[src/rtl/pwm_audio_encoder.sv]
// Signed 16-bit sample stream to fixed-rate PWM with a one-entry holding buffer (valid/ready).
// Build option PWM_DITHER_EN adds first-order error feedback on the truncated duty fraction.
module pwm_audio_encoder #(
  parameter int CLK_FREQ_HZ = 100_000_000,
  parameter int PWM_FREQ_HZ = 50_000,
  parameter int CNT_W       = 16,
  parameter int MIN_HIGH    = 2
) (
  input  logic             clk,
  input  logic             rst_n,
  input  logic             enable,
  input  logic [15:0]      sample_in,
  input  logic             sample_valid,
  output logic             sample_ready,
  output logic             pwm_out,
  output logic             frame_start,
  output logic             underrun,
  output logic [CNT_W-1:0] duty_out
);

  localparam int PERIOD = CLK_FREQ_HZ / PWM_FREQ_HZ;
  localparam int HALF   = PERIOD / 2;
  localparam int PW     = 16 + CNT_W;

  localparam logic [CNT_W-1:0]     PERIOD_M1 = CNT_W'(PERIOD - 1);
  localparam logic [CNT_W-1:0]     HALF_C    = CNT_W'(HALF);
  localparam logic [CNT_W-1:0]     LO_C      = CNT_W'(MIN_HIGH);
  localparam logic [CNT_W-1:0]     HI_C      = CNT_W'(PERIOD - MIN_HIGH);
  localparam logic signed [PW-1:0] HALF_S    = PW'(HALF);
  localparam logic signed [PW-1:0] LO_S      = PW'(MIN_HIGH);
  localparam logic signed [PW-1:0] HI_S      = PW'(PERIOD - MIN_HIGH);

  typedef enum logic {ST_IDLE, ST_RUN} state_t;

  state_t state;
  state_t state_nxt;
  logic   running;
  logic   starting;

  logic [CNT_W-1:0] cnt;
  logic [CNT_W-1:0] cnt_nxt;
  logic [CNT_W-1:0] duty_nxt;
  logic [CNT_W-1:0] duty_calc;
  logic [15:0]      buf_dat;
  logic             buf_full;
  logic             accept;
  logic             boundary;
  logic             consume;

  logic signed [PW-1:0] prod;
  logic signed [PW-1:0] raw;

  always_ff @(posedge clk or negedge rst_n) begin
    if (!rst_n) begin
      state <= ST_IDLE;
    end else begin
      state <= state_nxt;
    end
  end

  always_comb begin
    state_nxt = state;
    case (state)
      ST_IDLE: if (enable)  state_nxt = ST_RUN;
      ST_RUN:  if (!enable) state_nxt = ST_IDLE;
      default: state_nxt = ST_IDLE;
    endcase
  end

  // Dropping enable overrides both states; the idle->run edge opens a fresh 50% frame.
  always_comb begin
    running  = (state == ST_RUN) & enable;
    starting = (state == ST_IDLE) & enable;
  end

  assign sample_ready = enable & ~buf_full;
  assign accept       = sample_valid & sample_ready;
  assign boundary     = running & (cnt == PERIOD_M1);
  assign consume      = boundary & buf_full;

  assign prod = $signed({{CNT_W{buf_dat[15]}}, buf_dat}) * HALF_S;

`ifdef PWM_DITHER_EN
  logic [14:0] err_acc;
  logic [15:0] err_sum;

  // Carry out of the accumulated fraction bumps the duty by one clock.
  assign err_sum = {1'b0, err_acc} + {1'b0, prod[14:0]};
  assign raw     = HALF_S + (prod >>> 15) + $signed({{(PW-1){1'b0}}, err_sum[15]});

  always_ff @(posedge clk or negedge rst_n) begin
    if (!rst_n) begin
      err_acc <= '0;
    end else if (!enable) begin
      err_acc <= '0;
    end else if (consume) begin
      err_acc <= err_sum[14:0];
    end
  end
`else
  assign raw = HALF_S + (prod >>> 15);
`endif

  always_comb begin
    if (raw < LO_S) begin
      duty_calc = LO_C;
    end else if (raw > HI_S) begin
      duty_calc = HI_C;
    end else begin
      duty_calc = raw[CNT_W-1:0];
    end
  end

  // An empty buffer at the boundary repeats the previous duty.
  always_comb begin
    cnt_nxt  = '0;
    duty_nxt = HALF_C;
    if (running) begin
      cnt_nxt  = boundary ? '0 : cnt + CNT_W'(1);
      duty_nxt = consume ? duty_calc : duty_out;
    end
  end

  always_ff @(posedge clk or negedge rst_n) begin
    if (!rst_n) begin
      cnt         <= '0;
      duty_out    <= HALF_C;
      pwm_out     <= 1'b0;
      frame_start <= 1'b0;
      underrun    <= 1'b0;
    end else begin
      cnt         <= cnt_nxt;
      duty_out    <= duty_nxt;
      pwm_out     <= (starting | running) & (cnt_nxt < duty_nxt);
      frame_start <= starting | boundary;
      underrun    <= boundary & ~buf_full;
    end
  end

  always_ff @(posedge clk or negedge rst_n) begin
    if (!rst_n) begin
      buf_full <= 1'b0;
      buf_dat  <= '0;
    end else begin
      if (!enable || consume) begin
        buf_full <= 1'b0;
      end else if (accept) begin
        buf_full <= 1'b1;
      end
      if (accept) begin
        buf_dat <= sample_in;
      end
    end
  end

endmodule

[config.mk]
export PLATFORM = sky130hd
export DESIGN_NAME = pwm_audio_encoder
export DESIGN_NICKNAME = d
export VERILOG_FILES = /design/src/rtl/pwm_audio_encoder.sv
export SDC_FILE = /design/constraint.sdc
export NUM_CORES = 1
export LEC_CHECK = 0
export CAP_MARGIN = 20
export CORE_MARGIN = 1.5
export CORE_UTILIZATION = 60
export DETAILED_ROUTE_END_ITERATION = 10
export PLACE_DENSITY = 0.81
export SYNTH_ARGS = -nofsm -noshare
export SYNTH_HDL_FRONTEND = slang
export SYNTH_SLANG_ARGS = --single-unit
[constraint.sdc]
create_clock -name clk -period 8.7 [get_ports clk]
set_clock_uncertainty 0.2 [all_clocks]
set_input_delay 1.74 -clock clk [delete_from_list [all_inputs] [get_ports clk]]
set_output_delay 1.74 -clock clk [all_outputs]
set_load 0.01 [all_outputs]
==> flow_metrics.py, run 1 <==
metrics = {
    "logic_synthesis": {
        "synth_commonest_cells": "162 x inv_1, 77 x ha_1, 57 x fa_1",
        "synth-edff-count": 0,
        "yosysWarnings": 0,
        "synthesis.area_sq_mm": 0.00628,
        "avgSynthCellArea_sq_um": 9.15,
        "synthArstFlopShare": 1.00,
        "ys_ff_latch": 53,
        "synth_largest_area_cell": "dfrtp_1",
        "synth_most_common_cell": "inv_1",
        "synthFlopType": "dfrtp_1",
        "syn-num-nets": 841,
        "syn_inst": 687,
        "ys_seq_area_frac": 0.212,
        "synth_top_area_share": 0.187,
        "synth_cell_types": 69,
        "synth_area_leaders": "dfrtp_1 19%, fa_1 18%, ha_1 15%",
    },
    "clock_network": {
        "cts_tree": "built",
        "clk-insertion-delay-late_ns": 0.32,
        "cts.path.max_buffers": 2,
        "path_clk_slew_ns": 0.10,
        "cts_resized": 0,
        "cts_inserted_buffers": 5,
        "clock_tree.htree_level_count": 2,
        "cts_hold_buf": 0,
        "cts_setup_buffers": 0,
        "cts_root_buf": "clkbuf_8",
        "clock-sinks": 53,
    },
    "worst_setup_path": {
        "crit_required_ns": 8.76,
        "arrival_ns": 8.25,
        "cpMaxStageDelayCell": "fa_1",
        "slowest_delay_ns": 0.55,
        "worst-setup-path-type": "reg -> reg",
        "cp-end-kind": "register",
        "startpoint_type": "register",
        "critPathMaxFanout": 10,
    },
    "min_path": {
        "hold_path_class": "reg -> reg",
    },
    "route": {
        "first_pass_iters": 4,
        "met2_length_microns": 6540,
        "route.met3.wl_microns": 477,
        "dr_total_vias": 4777,
        "routed_wl_microns": 13500,
        "drc": 0,
        "wl_met1_microns": 6270,
        "wl_per_cell_microns": 15.7,
        "ant_nets": 0,
        "top_layer": "met4",
        "drt-initial-drc-count": 211,
        "viasPerCell": 5.56,
    },
    "placement": {
        "hpwl_microns": 11200,
        "dp_cells": 851,
        "routabilityCongestion": 0.947,
        "numPortBuffers": 39,
    },
    "floorplan": {
        "die-area_sq_mm": 0.0111,
        "rows": 37,
        "initial_core_util": 0.614,
        "ioPinCount": 40,
        "chipHeight_microns": 105,
        "die_w_microns": 105,
        "core_area_sq_mm": 0.0102,
    },
    "global_routing": {
        "grt_overflow": 0,
        "antenna_found_initial": 0,
        "grt_max_degree": 54,
        "grt_use_total": 0.265,
        "grt_pass1_wl_microns": 23700,
        "grt_pass1_vias": 5045,
    },
    "cells_and_area": {
        "drive_gt1_frac": 0.0802,
        "final_nets": 876,
        "diodes": 0,
        "syn_to_final_growth_pct": 9.81,
        "stdcell_count": 859,
    },
    "timing": {
        "worstMarginPinSlew_ns": 0.809,
        "slew_headroom": 0.459,
        "drv_slew": 0,
        "fin_crit_sh": 0.942,
        "finalSetupViolCount": 0,
        "min_period_ns": 8.19,
        "hold_violations": 0,
        "rsz0062_at_grt": "false",
        "tns_ns": 0,
        "timing.fmax_mhz": 122,
    },
    "run_status": {
        "status": "finished clean",
    },
    "run": {
        "drv_cap": 0,
    },
}
layout make-up:
cell class              count  area, sq um
fillers                   832         3330
clock buffers               5         68.8
clock inverters             3         43.8
flip-flops and latches     53         1330
well taps                 136          170
multi-input cells         457         4260
inverters                 162          608
repair buffers             43          415
worst paths after layout:
path | start | end | slack [ns] | cells past startpoint
max in group asynchronous | rst_n | duty_out[10] | 6.52 | 2
hold / removal | state | frame_start | 0.29 | 1
setup reg to reg | buf_dat[8] | pwm_out | 0.51 | 32
hold reg to reg | state | frame_start | 0.29 | 1
min in group asynchronous | rst_n | buf_dat[2] | 1.32 | 2
setup / recovery | buf_dat[8] | pwm_out | 0.51 | 32
cells in the final DEF, fill, tap and decap left out, types with 5 or more instances in the layout:
master | Yosys | layout
inv_1 | 162 | 162
ha_1 | 77 | 77
fa_1 | 57 | 57
dfrtp_1 | 47 | 47
nand2_1 | 39 | 39
clkdlybuf4s50_1 | 0 | 38
nor2_1 | 36 | 36
a21oi_1 | 32 | 32
xor2_1 | 20 | 20
mux2_2 | 18 | 18
o21ai_0 | 15 | 15
xnor2_1 | 15 | 15
nand4_1 | 14 | 14
nand3_1 | 13 | 13
and3_1 | 12 | 12
a21o_1 | 10 | 10
and4_1 | 6 | 6
nor2b_1 | 6 | 6
dfstp_2 | 6 | 6
and2_1 | 5 | 5
nor3_1 | 5 | 5
clkbuf_8 | 0 | 5
cells by family (layout without fill, tap and decap cells):
| group | Yosys count | in the layout | share of synthesized area |
|---|---|---|---|
| flops | 53 | 53 | 0.212 |
| buf+inv | 177 | 213 | 0.110 |
| simple gates | 163 | 163 | 0.141 |
| compound gates | 104 | 104 | 0.117 |
| mux | 21 | 21 | 0.0370 |
| fa+ha+maj | 134 | 134 | 0.335 |
| xor+xnor | 35 | 35 | 0.0488 |
state kept, by name (all words and copies together) (netlist names):
name / count
duty_out: 16
cnt: 16
underrun: 1
frame_start: 1
buf_dat: 16
buf_full: 1
pwm_out: 1
state: 1
worst max-delay path: cells and delay by family (launching register included):
kind            cells  cell delay, ns
compound gates     13            2.69
xor+xnor            1            0.28
fa+ha+maj           7            3.11
buf+inv             4            0.33
flops               1            0.47
simple gates        7            1.06
routing by layer:
metal,global-route usage,up-vias
met4,0.0744,0
met1,0.360,2358
met3,0.0260,20
li1,-,2309
met5,0,-
met2,0.452,90
stage by stage:
step	hold slack, ns	cell area [sq um]	setup WS, ns	utilization
after CTS	0.286	6900	0.587	0.675
final	0.289	6900	0.509	0.675
after detailed placement	0.278	6790	0.631	0.664
after global routing	0.313	6900	0.0661	0.675
after global placement	0.256	6790	0.890	0.664
after floorplan	0.238	6280	1.43	-
Power of run 1 is not shown: default switching activity piles up to over one toggle a cycle in this logic, so the estimate is an artifact.
==> run 2: changes to the inputs <==
Settings changed: CAP_MARGIN 20 to 30, TNS_END_PERCENT from default to 1.
==> results of run 2 <==
Final layout, timing and power as in run 1 (identical DEF).
Power of run 2 is left out for the same reason.
